## src/rtl/bram_read_arbiter_pkg.sv

```systemverilog
// rtl/bram_read_arbiter_pkg.sv - shared types and constants for the BRAM read arbiter
// FSM encoding, requester IDs and timeout defaults used by the arbiter and its grant logic.
package bram_read_arbiter_pkg;

    typedef enum logic [1:0] {
        ST_IDLE    = 2'd0,
        ST_ISSUE   = 2'd1,
        ST_WAIT    = 2'd2,
        ST_RELEASE = 2'd3
    } arb_state_t;

    localparam logic REQ_AES = 1'b0;
    localparam logic REQ_AUX = 1'b1;

    localparam int DEFAULT_TIMEOUT_CYC = 1024;

    // Counter must be able to hold the value TIMEOUT_CYC itself.
    function automatic int timeout_cnt_width(input int timeout_cyc);
        return $clog2(timeout_cyc + 1);
    endfunction

endpackage

```

## src/rtl/bram_read_arbiter_if.sv

```systemverilog
// rtl/bram_read_arbiter_if.sv - requester, BRAM reader and status bundle for the arbiter
// master is the arbiter view; slave is the view of the surrounding requesters and BRAM reader.
interface bram_read_arbiter_if #(
    parameter int ADDR_W = 32,
    parameter int DATA_W = 32
);

    logic              req0_start_read;
    logic [ADDR_W-1:0] req0_addr;
    logic              req0_complete;
    logic [DATA_W-1:0] req0_read_data;

    logic              req1_start_read;
    logic [ADDR_W-1:0] req1_addr;
    logic              req1_complete;
    logic [DATA_W-1:0] req1_read_data;

    logic              bram_start_read;
    logic [ADDR_W-1:0] bram_addr;
    logic              bram_complete;
    logic [DATA_W-1:0] bram_read_data;

    logic              grant_id;
    logic              arb_busy;
    logic              timeout_err;

    modport master (
        input  req0_start_read, req0_addr,
        input  req1_start_read, req1_addr,
        input  bram_complete, bram_read_data,
        output req0_complete, req0_read_data,
        output req1_complete, req1_read_data,
        output bram_start_read, bram_addr,
        output grant_id, arb_busy, timeout_err
    );

    modport slave (
        output req0_start_read, req0_addr,
        output req1_start_read, req1_addr,
        output bram_complete, bram_read_data,
        input  req0_complete, req0_read_data,
        input  req1_complete, req1_read_data,
        input  bram_start_read, bram_addr,
        input  grant_id, arb_busy, timeout_err
    );

endinterface

```

## src/rtl/bram_read_arbiter_rr_arbiter2.sv

```systemverilog
// rtl/bram_read_arbiter_rr_arbiter2.sv - two-way round-robin grant with last-grant pointer
// A lone requester always wins; on a tie the requester not granted last wins.
module rr_arbiter2
    import bram_read_arbiter_pkg::*;
(
    input  logic       clk,
    input  logic       rst_n,
    input  logic [1:0] req_i,
    input  logic       advance_i,
    output logic       valid_o,
    output logic       grant_o
);

    logic last_q;
    logic last_d;

    always_comb begin
        valid_o = |req_i;
        if (req_i == 2'b11) begin
            grant_o = ~last_q;
        end else begin
            grant_o = req_i[1];
        end
    end

    always_comb begin
        last_d = last_q;
        if (advance_i && valid_o) begin
            last_d = grant_o;
        end
    end

    // Pointer starts at AUX so that AES wins the first tie after reset.
    always_ff @(posedge clk or negedge rst_n) begin
        if (!rst_n) begin
            last_q <= REQ_AUX;
        end else begin
            last_q <= last_d;
        end
    end

endmodule

```

## src/rtl/bram_read_arbiter.sv

```systemverilog
// rtl/bram_read_arbiter.sv - shares one BRAM reader between two requesters
// IDLE arbitrates, ISSUE/WAIT hold the BRAM request, RELEASE swallows stale requests.
module bram_read_arbiter
    import bram_read_arbiter_pkg::*;
#(
    parameter int ADDR_W      = 32,
    parameter int DATA_W      = 32,
    parameter int TIMEOUT_CYC = DEFAULT_TIMEOUT_CYC
) (
    input  logic                 aes_clk,
    input  logic                 aes_rst_n,
    bram_read_arbiter_if.master  bus
);

    localparam int               CNT_W   = timeout_cnt_width(TIMEOUT_CYC);
    localparam logic [CNT_W-1:0] CNT_MAX = CNT_W'(TIMEOUT_CYC);

    arb_state_t        state_q, state_d;
    logic              grant_q, grant_d;
    logic [ADDR_W-1:0] addr_q, addr_d;
    logic [CNT_W-1:0]  cnt_q, cnt_d;
    logic [DATA_W-1:0] rdata0_q, rdata0_d;
    logic [DATA_W-1:0] rdata1_q, rdata1_d;
    logic              cmpl0_q, cmpl0_d;
    logic              cmpl1_q, cmpl1_d;
    logic              tout_q, tout_d;

    logic              arb_valid;
    logic              arb_grant;
    logic [CNT_W-1:0]  cnt_inc;
    logic              finish;
    logic [DATA_W-1:0] fin_data;

    rr_arbiter2 u_rr (
        .clk       (aes_clk),
        .rst_n     (aes_rst_n),
        .req_i     ({bus.req1_start_read, bus.req0_start_read}),
        .advance_i (state_q == ST_IDLE),
        .valid_o   (arb_valid),
        .grant_o   (arb_grant)
    );

    assign cnt_inc = (cnt_q == CNT_MAX) ? cnt_q : cnt_q + CNT_W'(1);

    always_comb begin
        state_d  = state_q;
        grant_d  = grant_q;
        addr_d   = addr_q;
        cnt_d    = cnt_q;
        rdata0_d = rdata0_q;
        rdata1_d = rdata1_q;
        cmpl0_d  = 1'b0;
        cmpl1_d  = 1'b0;
        tout_d   = 1'b0;
        finish   = 1'b0;
        fin_data = '0;

        case (state_q)
            ST_IDLE: begin
                if (arb_valid) begin
                    state_d = ST_ISSUE;
                    grant_d = arb_grant;
                    addr_d  = (arb_grant == REQ_AUX) ? bus.req1_addr : bus.req0_addr;
                    cnt_d   = '0;
                end
            end
            ST_ISSUE: begin
                state_d = ST_WAIT;
            end
            ST_WAIT: begin
                cnt_d = cnt_inc;
                // A completion in the final WAIT cycle beats the timeout.
                if (bus.bram_complete) begin
                    finish   = 1'b1;
                    fin_data = bus.bram_read_data;
                end else if (cnt_inc == CNT_MAX) begin
                    finish = 1'b1;
                    tout_d = 1'b1;
                end
            end
            ST_RELEASE: begin
                state_d = ST_IDLE;
            end
            default: begin
                state_d = ST_IDLE;
            end
        endcase

        if (finish) begin
            state_d = ST_RELEASE;
            if (grant_q == REQ_AUX) begin
                rdata1_d = fin_data;
                cmpl1_d  = 1'b1;
            end else begin
                rdata0_d = fin_data;
                cmpl0_d  = 1'b1;
            end
        end
    end

    always_ff @(posedge aes_clk or negedge aes_rst_n) begin
        if (!aes_rst_n) begin
            state_q  <= ST_IDLE;
            grant_q  <= REQ_AES;
            addr_q   <= '0;
            cnt_q    <= '0;
            rdata0_q <= '0;
            rdata1_q <= '0;
            cmpl0_q  <= 1'b0;
            cmpl1_q  <= 1'b0;
            tout_q   <= 1'b0;
        end else begin
            state_q  <= state_d;
            grant_q  <= grant_d;
            addr_q   <= addr_d;
            cnt_q    <= cnt_d;
            rdata0_q <= rdata0_d;
            rdata1_q <= rdata1_d;
            cmpl0_q  <= cmpl0_d;
            cmpl1_q  <= cmpl1_d;
            tout_q   <= tout_d;
        end
    end

    assign bus.bram_start_read = (state_q == ST_ISSUE) || (state_q == ST_WAIT);
    assign bus.bram_addr       = addr_q;
    assign bus.arb_busy        = (state_q != ST_IDLE);
    assign bus.grant_id        = grant_q;
    assign bus.timeout_err     = tout_q;
    assign bus.req0_complete   = cmpl0_q;
    assign bus.req0_read_data  = rdata0_q;
    assign bus.req1_complete   = cmpl1_q;
    assign bus.req1_read_data  = rdata1_q;

    a_cmpl_excl: assert property (@(posedge aes_clk) disable iff (!aes_rst_n)
        !(cmpl0_q && cmpl1_q));

    a_tout_cmpl: assert property (@(posedge aes_clk) disable iff (!aes_rst_n)
        tout_q |-> (cmpl0_q || cmpl1_q));

endmodule

```

## src/flat_wrapper.sv

```systemverilog
// flat-port wrapper written by rule: the top's interface ports become plain ports
module bram_read_arbiter_flat import bram_read_arbiter_pkg::*;
#(
    parameter int ADDR_W      = 32,
    parameter int DATA_W      = 32,
    parameter int TIMEOUT_CYC = DEFAULT_TIMEOUT_CYC
)
  (aes_clk, aes_rst_n, bus_req0_start_read, bus_req0_addr, bus_req1_start_read, bus_req1_addr, bus_bram_complete, bus_bram_read_data, bus_req0_complete, bus_req0_read_data, bus_req1_complete, bus_req1_read_data, bus_bram_start_read, bus_bram_addr, bus_grant_id, bus_arb_busy, bus_timeout_err);
  bram_read_arbiter_if #(.ADDR_W(ADDR_W), .DATA_W(DATA_W)) bus_i ();
  input  logic aes_clk;
  input  logic aes_rst_n;
  input wire logic [$bits(bus_i.req0_start_read)-1:0] bus_req0_start_read;
  input wire logic [$bits(bus_i.req0_addr)-1:0] bus_req0_addr;
  input wire logic [$bits(bus_i.req1_start_read)-1:0] bus_req1_start_read;
  input wire logic [$bits(bus_i.req1_addr)-1:0] bus_req1_addr;
  input wire logic [$bits(bus_i.bram_complete)-1:0] bus_bram_complete;
  input wire logic [$bits(bus_i.bram_read_data)-1:0] bus_bram_read_data;
  output wire logic [$bits(bus_i.req0_complete)-1:0] bus_req0_complete;
  output wire logic [$bits(bus_i.req0_read_data)-1:0] bus_req0_read_data;
  output wire logic [$bits(bus_i.req1_complete)-1:0] bus_req1_complete;
  output wire logic [$bits(bus_i.req1_read_data)-1:0] bus_req1_read_data;
  output wire logic [$bits(bus_i.bram_start_read)-1:0] bus_bram_start_read;
  output wire logic [$bits(bus_i.bram_addr)-1:0] bus_bram_addr;
  output wire logic [$bits(bus_i.grant_id)-1:0] bus_grant_id;
  output wire logic [$bits(bus_i.arb_busy)-1:0] bus_arb_busy;
  output wire logic [$bits(bus_i.timeout_err)-1:0] bus_timeout_err;
  assign bus_i.req0_start_read = bus_req0_start_read;
  assign bus_i.req0_addr = bus_req0_addr;
  assign bus_i.req1_start_read = bus_req1_start_read;
  assign bus_i.req1_addr = bus_req1_addr;
  assign bus_i.bram_complete = bus_bram_complete;
  assign bus_i.bram_read_data = bus_bram_read_data;
  assign bus_req0_complete = bus_i.req0_complete;
  assign bus_req0_read_data = bus_i.req0_read_data;
  assign bus_req1_complete = bus_i.req1_complete;
  assign bus_req1_read_data = bus_i.req1_read_data;
  assign bus_bram_start_read = bus_i.bram_start_read;
  assign bus_bram_addr = bus_i.bram_addr;
  assign bus_grant_id = bus_i.grant_id;
  assign bus_arb_busy = bus_i.arb_busy;
  assign bus_timeout_err = bus_i.timeout_err;
  bram_read_arbiter #(.ADDR_W(ADDR_W), .DATA_W(DATA_W), .TIMEOUT_CYC(TIMEOUT_CYC)) u_core (.aes_clk(aes_clk), .aes_rst_n(aes_rst_n), .bus(bus_i));
endmodule
```

## config.mk

```make
export PLATFORM = sky130hd
export DESIGN_NAME = bram_read_arbiter_flat
export DESIGN_NICKNAME = d
export VERILOG_FILES = /design/src/rtl/bram_read_arbiter_pkg.sv /design/src/rtl/bram_read_arbiter_if.sv /design/src/rtl/bram_read_arbiter_rr_arbiter2.sv /design/src/rtl/bram_read_arbiter.sv /design/src/flat_wrapper.sv
export SDC_FILE = /design/constraint.sdc
export NUM_CORES = 1
export LEC_CHECK = 0
export CAP_MARGIN = 15
export CORE_MARGIN = 4
export CORE_UTILIZATION = 45
export CTS_BUF_LIST = sky130_fd_sc_hd__clkbuf_8
export DETAILED_ROUTE_END_ITERATION = 10
export PLACE_DENSITY_LB_ADDON = 0.08
export RECOVER_POWER = 25
export SLEW_MARGIN = 40
export SYNTH_ARGS = -nofsm -noshare
export SYNTH_HDL_FRONTEND = slang
export SYNTH_SLANG_ARGS = --single-unit
export TNS_END_PERCENT = 30
```

## constraint.sdc

```tcl
create_clock -name aes_clk -period 6.5 [get_ports aes_clk]
set_input_delay 1.95 -clock aes_clk [delete_from_list [all_inputs] [get_ports aes_clk]]
set_output_delay 1.95 -clock aes_clk [all_outputs]
set_load 0.05 [all_outputs]
```

## Word-level counts from Yosys, hierarchy flattened

Index checks and enable logic that the tools add are counted.

- Register bits after elaboration: 114
- Bits of input ports: 101
- Output and inout port bits: 102
- Logic and storage cells: 52

- Add/sub/neg operators: 1
- Equality and inequality tests: 8
- Multiplexer cells: 19
- Bitwise logic cells: 2
- Reductions and logical operators: 12

Operator list:

| cell | count |
|---|---|
| 32-bit two-way mux | 3 |
| 11-bit == test (second input constant) | 2 |
| 11-bit two-way mux | 2 |
| 11-bit one-hot mux with 2 select lines | 1 |
| 11-bit by 1-bit adder with 11-bit output (second input constant) | 1 |
| 1-bit two-way mux | 10 |
| 2-bit AND reduction | 5 |
| 2-bit == test (second input constant) | 3 |
| 2-bit one-hot mux with 3 select lines | 1 |
| 2-bit two-way mux | 2 |
| 2-bit nonzero test | 2 |
| 4-bit nonzero test | 1 |
| 3-bit by 1-bit != test with 1-bit output (second input constant) | 1 |
| 2-bit by 1-bit == test with 1-bit output (second input constant) | 1 |
| 2-bit zero test | 1 |
| 2-bit by 1-bit != test with 1-bit output (second input constant) | 1 |
| 1-bit NOT | 2 |
| 2-bit OR reduction | 1 |
| 1-bit logical AND | 1 |
| 1-bit logical OR | 1 |

## Logic depth before layout (Yosys ltp)

Gate-level depths: netlist of run 1.

- Depth in word-level cells: 8
- Depth in mapped cells: 8
- Depth with buffers taken out: 7

## Hierarchy

Synthesis of run 1 repeated with hierarchy kept, for this count alone.

- Cell total of the unflattened synthesis: 617
- Area, all modules: 5791.8 um^2

Modules (own cells, without submodules):

| module | instances | cells an instance | area each (um^2) | seq. area each (um^2) |
|---|---|---|---|---|
| bram_read_arbiter | 1 | 612 | 5740.5 | 2827.7 |
| rr_arbiter2 | 1 | 5 | 51.3 | 26.3 |

## Worst setup path after synthesis of run 1

OpenSTA, ideal clock, no wires.

- Path type: in2reg
- From: input port bus_req1_start_read
- To: register u_core.addr_q[2] (netlist: u_core.bus.bram_addr[2])
- Library setup time: 135 ps
- Data arrival time: 3116 ps
- Data required time: 6365 ps
- Path slack: 3249 ps
- Stages: 5
- Buffers on the path: 2
- Cell sequence: a21boi_0 > clkbuf_1 > clkbuf_1 > mux2i_1 > o21ai_0

- Longest elaborated chain between the ends: 3
- Elaborated cells on any way between the ends: 5
- Classes of those cells: eq/ne: 1; mux: 2; reduce/logical: 2

RTL lines:

| element | RTL line | RTL |
|---|---|---|
| start: declaration | flat_wrapper.sv:14 | `input wire logic [$bits(bus_i.req1_start_read)-1:0] bus_req1_start_read;` |
| 2-bit == test | bram_read_arbiter_rr_arbiter2.sv:19 | `if (req_i == 2'b11) begin` |
| 1-bit two-way mux | bram_read_arbiter_rr_arbiter2.sv:19 |  |
| 32-bit two-way mux | bram_read_arbiter.sv:63 | `addr_d = (arb_grant == REQ_AUX) ? bus.req1_addr : bus.req0_addr;` |
| end signal: assignment | bram_read_arbiter.sv:115 | `addr_q <= addr_d;` |
| end: declaration | bram_read_arbiter.sv:20 | `logic [ADDR_W-1:0] addr_q, addr_d;` |

Several ways; a longest one is shown, not always the timed one.
A chain may end at the register's enable or synchronous reset.

==> impl_metrics.csv, run 1 <==
group,metric,value,unit
pwr,cellPowerDensity,552.1,nW/um^2
routing,dr_total_vias,4709,
timing,setup_viol,0,
clock_tree,cts_resized,0,
global_route,grt_pass1_vias,4876,
routing,wl,14.93,mm
die,rows,39,
setup_path,required,6.42,ns
clock_tree,cts_buffer_depth,2,
clock_tree,clk_pin_slew,0.07,ns
layout,utilization,68.43,%
logic_synthesis,yosysWarnings,0,
outcome,violations,"capacitance limit, slew limit",
setup_path,crit_path_end_kind,"asynchronous set/reset pin",
placed_design,placed_cell_area,7328,um^2
logic_synthesis,ys.flop_type,"dfrtp_1",
setup_path,crit_type,"in -> async",
logic_synthesis,synth_simple_gate_area_share,17.83,%
routing,drt_iter0_markers,299,
global_route,grt_use_total,22.88,%
setup_path,crit_slowest_cell,"clkbuf_1",
timing,hold_viol,0,
timing,rsz0062_at_grt,"no",
logic_synthesis,yosysUniqueCellTypes,47,
timing,holdWs,0.4795,ns
worst_hold_path,hold_path.class,"reg -> reg",
layout,drive_gt1_share,8.696,%
layout,fillers,928,
timing,worst_pin_slew,2.779,ns
layout,final_common_cell,"clkdlybuf4s50_1",
flow_run,maxCapViolations,1,
logic_synthesis,synth_top_family_by_area,"simple AND/OR/NAND/NOR gates",
pwr,vdd_ir_drop_max,347.0,uV
die,dieWidth,115.7,um
clock_tree,cts-root-buf,"clkbuf_8",
pwr,power.leakage,0.003357,uW
timing,clock_skew,0.01207,ns
layout,final_cell_mix,"clkdlybuf4s50_1 (200), nand2_1 (184), dfrtp_1 (113), o21ai_0 (100), mux2i_1 (34)",
routing,dr.pass1.iters,4,
setup_path,critPathMaxFanout,63,
logic_synthesis,synth_adder_area_share,1.438,%
routing,vias_per_cell,5.221,
global_route,grt_max_degree,69,
logic_synthesis,muxShareOfSynthArea,6.734,%
placed_design,place.gp.congestion,0.8384,
clock_tree,htree_levels,4,
setup_path,crit_chain,"buf_6, clkbuf_1",
die,start_util,45.92,%
setup_path,crit_family,"buffers and inverters",
die,coreArea,11370,um^2
setup_path,arrival,4.48,ns
global_route,grt_overflow,0,
setup_path,slowest_delay,2.01,ns
layout,seqCellArea,2854,um^2
placed_design,dp_hpwl,10.85,mm
setup_path,worst-path-buf-inv,2,
logic_synthesis,synth-edff-count,0,
logic_synthesis,ys_ff_latch,114,
placed_design,port-buffer-count,202,
setup_path,startpoint_type,"primary input",
timing,min_period,4.562,ns
layout,syn2layout_area_growth,49.01,%
die,die_h,115.7,um
timing,finalMaxSlewViolations,53,
routing,post_drt_wl_per_cell,16.55,um
logic_synthesis,avgSynthCellArea,9.425,um^2
layout,fin_area,7780,um^2
global_route,antenna_found_initial,0,
clock_tree,cts.sinks,114,
timing,timing.final.crit_share,70.19,%
logic_synthesis,syn_inst,554,
layout,nets,853,
die,die_area,13390,um^2
clock_tree,cts_buffers,17,
outcome,run_status,"finished, violations left",
logic_synthesis,synth_area,5221,um^2
logic_synthesis,syn_nets,661,
global_route,grt_pass1_wl,24.03,mm
logic_synthesis,synth_compound_area_share,14.38,%
timing,setup_tns,0,ns
layout,antenna_cells,0,
clock_tree,cts_setup_buffers,0,
logic_synthesis,yosys.area_share.xor_xnor,1.006,%
logic_synthesis,synth_seq_area_share,54.66,%
timing,max_freq,0.2192,GHz
routing,drtAntennaViolNets,0,
routing,post-route-drc-count,0,
clock_tree,holdBufCountCts,0,
die,pin_count,203,
clock_tree,insertion_delay,0.42,ns
layout,multi_input_area,2186,um^2
logic_synthesis,synthArstFlopShare,100.0,%
clock_tree,cts_tree,"yes",
timing,slew_headroom,-85.28,%
-- final timing paths --
| check | start | to | slack [ns] | depth (start not counted) |
|---|---|---|---|---|
| max | aes_rst_n | u_core.bus.req1_read_data[11] | 1.94 | 2 |
| min | u_core.bus.bram_addr[4] | u_core.bus.bram_addr[4] | 0.48 | 2 |
| max reg2reg | u_core.cnt_q[0] | u_core.bus.req1_read_data[0] | 3.53 | 8 |
| min reg2reg | u_core.bus.bram_addr[4] | u_core.bus.bram_addr[4] | 0.48 | 2 |
| max in group aes_clk | u_core.state_q[0] | bus_arb_busy | 2.32 | 4 |
| min in group asynchronous | aes_rst_n | u_core.bus.req1_read_data[18] | 1.50 | 1 |
-- registers in the layout (all words and copies together) (netlist names) --
| name | flops |
|---|---|
| u_core.bus.bram_addr | 32 |
| u_core.bus.grant_id | 1 |
| u_core.bus.req0_complete | 1 |
| u_core.bus.req0_read_data | 32 |
| u_core.bus.req1_complete | 1 |
| u_core.bus.req1_read_data | 32 |
| u_core.bus.timeout_err | 1 |
| u_core.cnt_q | 11 |
| u_core.state_q | 2 |
| u_core.u_rr.last_q | 1 |
-- power breakdown --
| group | total [uW] | internal (uW) | switching [uW] |
|---|---|---|---|
| registers | 1190 | 1010 | 181 |
| logic | 2360 | 752 | 1610 |
| clock network | 747 | 435 | 312 |
| total | 4300 | 2200 | 2100 |
-- cell type report --
type / count / area share, %
Inverter: 8 / 0.3860
Multi-Input combinational cell: 395 / 28.10
Clock buffer: 18 / 3.184
Timing Repair Buffer: 210 / 26.73
Sequential cell: 114 / 36.68
Clock inverter: 14 / 2.621
Tap cell: 143 / 2.300
-- synthesized netlist by cell type (2+ instances only) --
master      n  area, um^2
a21oi_1     4       20.02
a22o_1      2       17.52
buf_2       3       15.01
buf_6       4       45.04
clkbuf_1   27       101.4
clkbuf_2    3       15.01
dfrtp_1   113        2828
ha_1        6       75.07
inv_1       8       30.03
mux2i_1    34       340.3
nand2_1   184       690.7
nand3_1     6       30.03
nor2_1      4       15.01
nor3_1      3       15.01
o21ai_0   100       500.5
o21ai_1     3       15.01
o21ai_2    10       87.58
o31ai_1     3       22.52
or2_2       4       25.02
or3_1       2       12.51
xnor2_1     3       26.28
xor2_1      3       26.28
-- stage by stage --
step | setup WS [ns] | cells | total power (uW)
5_1_grt | 1.307 | 902 | 4533
2_1_floorplan | 3.249 | 554 | 2709
4_1_cts | 2.307 | 902 | 4330
6_report | 1.938 | 902 | 4295
3_5_place_dp | 2.706 | 870 | 3577
3_3_place_gp | 2.775 | 870 | 3524
-- layer usage --
metal	share of wire (%)	GRT usage [%]	up-vias
met5	0	0	-
met4	1.3	7.038	0
met3	10	8.198	15
met2	48	37.08	206
met1	41	29.00	2238
li1	-	-	2250
-- logic make-up (layout without fill, tap and decap cells) --
kind of cell	Yosys count	count (layout)
muxes	35	35
and+or+nand+nor	216	216
xor gates and xnor gates	6	6
buffers and inverters	45	250
adders and majority gates	6	6
DFF	114	114
AOI/OAI and AO/OA	132	132
Power figures use the tool's default switching activity.
==> run 2, diff against run 1 <==
==> constraint.sdc (replaced) <==
create_clock -name aes_clk -period 4.5 [get_ports aes_clk]
set_input_delay 1.35 -clock aes_clk [delete_from_list [all_inputs] [get_ports aes_clk]]
set_output_delay 1.35 -clock aes_clk [all_outputs]
set_load 0.05 [all_outputs]
==> run 2 against run 1 <==
Net effect:
- the flow now finishes without violations
- cell count grew 0.11%
- clock skew shrank 0.0017 ns
- via count shrank 1.3%
- first-iteration DRC count shrank 45%
- critical endpoint is now bus_arb_busy
- largest power group unchanged
==> impl_metrics.csv, run 2 (synthesis gave the netlist of run 1 again) <==
group,metric,value,unit
timing,max_freq,0.2796,GHz
clock_tree,insertion_delay,0.42,ns
clock_tree,cts-root-buf,"clkbuf_8",
setup_path,crit_type,"reg -> out",
timing,setup_tns,0,ns
clock_tree,htree_levels,4,
setup_path,reg2reg_from,"u_core.cnt_q[0]",
setup_path,startpoint_type,"flip-flop",
clock_tree,cts_tree,"yes",
global_route,grt_overflow,0,
setup_path,critPathCapture,"bus_arb_busy",
setup_path,arrival,2.23,ns
pwr,cellPowerDensity,788.7,nW/um^2
layout,final_common_cell,"clkdlybuf4s50_1",
routing,post-route-drc-count,0,
setup_path,required,3.15,ns
global_route,grt_pass1_vias,4760,
setup_path,crit_path_start,"u_core.state_q[0]",
timing,rsz0062_at_grt,"no",
die,start_util,45.92,%
pwr,vdd_ir_drop_max,468.9,uV
routing,wl,14.23,mm
global_route,antenna_found_initial,0,
setup_path,r2r_slack,1.36,ns
pwr,power.leakage,0.003355,uW
timing,hold_viol,0,
pwr,p_total,6142,uW
die,die_area,13390,um^2
layout,seqCellArea,2854,um^2
die,coreArea,11370,um^2
die,die_h,115.7,um
timing,setup_viol,0,
placed_design,dp_hpwl,10.67,mm
routing,vias_per_cell,5.148,
setup_path,critPathMaxFanout,8,
die,rows,39,
layout,nets,854,
setup_path,worst_r2r_path_depth,9,
routing,post_drt_wl_per_cell,15.76,um
routing,dr.pass1.iters,4,
layout,fillers,908,
timing,min_period,3.577,ns
layout,syn2layout_area_growth,49.15,%
placed_design,place.gp.congestion,0.8545,
layout,drive_gt1_share,8.947,%
outcome,run_status,"finished clean",
clock_tree,holdBufCountCts,0,
die,pin_count,203,
timing,clock_skew,0.01042,ns
routing,dr_total_vias,4649,
routing,drt_iter0_markers,165,
placed_design,port-buffer-count,202,
routing,drtAntennaViolNets,0,
layout,antenna_cells,0,
timing,timing.final.crit_share,79.48,%
timing,slew_headroom,2.298,%
worst_hold_path,hold_depth,2,
clock_tree,cts_buffers,17,
layout,final_cell_mix,"clkdlybuf4s50_1 (201), nand2_1 (184), dfrtp_1 (113), o21ai_0 (100), mux2i_1 (34)",
clock_tree,cts_buffer_depth,2,
setup_path,crit_path_end_kind,"output pin",
clock_tree,clk_pin_slew,0.07,ns
clock_tree,cts_setup_buffers,0,
clock_tree,cts_resized,0,
flow_run,maxCapViolations,0,
layout,multi_input_area,2187,um^2
global_route,grt_use_total,21.95,%
setup_path,reg2reg_to,"u_core.bus.req1_read_data[6]",
global_route,grt_pass1_wl,23.28,mm
clock_tree,cts.sinks,114,
timing,worst_pin_slew,1.466,ns
die,dieWidth,115.7,um
global_route,grt_max_degree,70,
worst_hold_path,hold_path.class,"reg -> reg",
timing,finalMaxSlewViolations,0,
run 2: cell types whose count changed in the layout (fill, tap and decap cells not counted), sizes merged:
cell | previous run | this run
buf | 8 | 9
clkdlybuf4s50 | 200 | 201
clkinv | 5 | 4
clkinvlp | 2 | 5
dlygate4sd3 | 1 | 0
inv | 11 | 9
run 2: through the flow:
step	area [um^2]	cells	setup slack [ns]	utilization, %	hold slack [ns]
2_1_floorplan	5221	554	1.849	-	0.4828
3_3_place_gp	7353	870	1.111	64.67	0.4604
3_5_place_dp	7365	871	1.081	64.77	0.4700
4_1_cts	7801	903	0.8659	68.61	0.4838
5_1_grt	7787	903	0.7990	68.49	0.5095
6_report	7787	903	0.9232	68.49	0.4770
run 2: where the power goes:
group	total [uW]	leakage, uW	switching, uW	internal (uW)
clock	1040	0.000208	421	615
sequential	1720	0.00144	261	1460
combinational	3390	0.00170	2300	1090
run 2: worst min-delay path by stage:
stage | slack [ns] | end | from
6_report | 0.48 | u_core.bus.bram_addr[24] | u_core.bus.bram_addr[24]
5_1_grt | 0.51 | u_core.bus.bram_addr[4] | u_core.bus.bram_addr[4]
2_1_floorplan | 0.48 | u_core.cnt_q[10] | u_core.cnt_q[10]
3_3_place_gp | 0.46 | u_core.bus.bram_addr[22] | u_core.bus.bram_addr[22]
4_1_cts | 0.48 | u_core.bus.bram_addr[7] | u_core.bus.bram_addr[7]
3_5_place_dp | 0.47 | u_core.bus.bram_addr[7] | u_core.bus.bram_addr[7]
run 2: layer usage:
| metal | GRT usage (%) | part of all wire, % |
|---|---|---|
| met5 | 0 | 0 |
| met4 | 8.275 | 1.9 |
| met3 | 9.034 | 11 |
| met2 | 34.14 | 46 |
| met1 | 27.63 | 41 |
run 2: final cells by class:
cell class,instances,share of cell area (%)
clock buffer,18,3.181
clock inverter,14,2.426
inverter,8,0.3856
multi-input combinational,395,28.08
sequential,114,36.65
tap,143,2.298
timing repair buffer,211,26.98
run 2: critical path, cell delays in order (launching register included):
cell and delay [ns]:
dfrtp_1 0.40, inv_1 0.11, ha_1 0.40, inv_1 0.16
clkdlybuf4s50_1 0.73
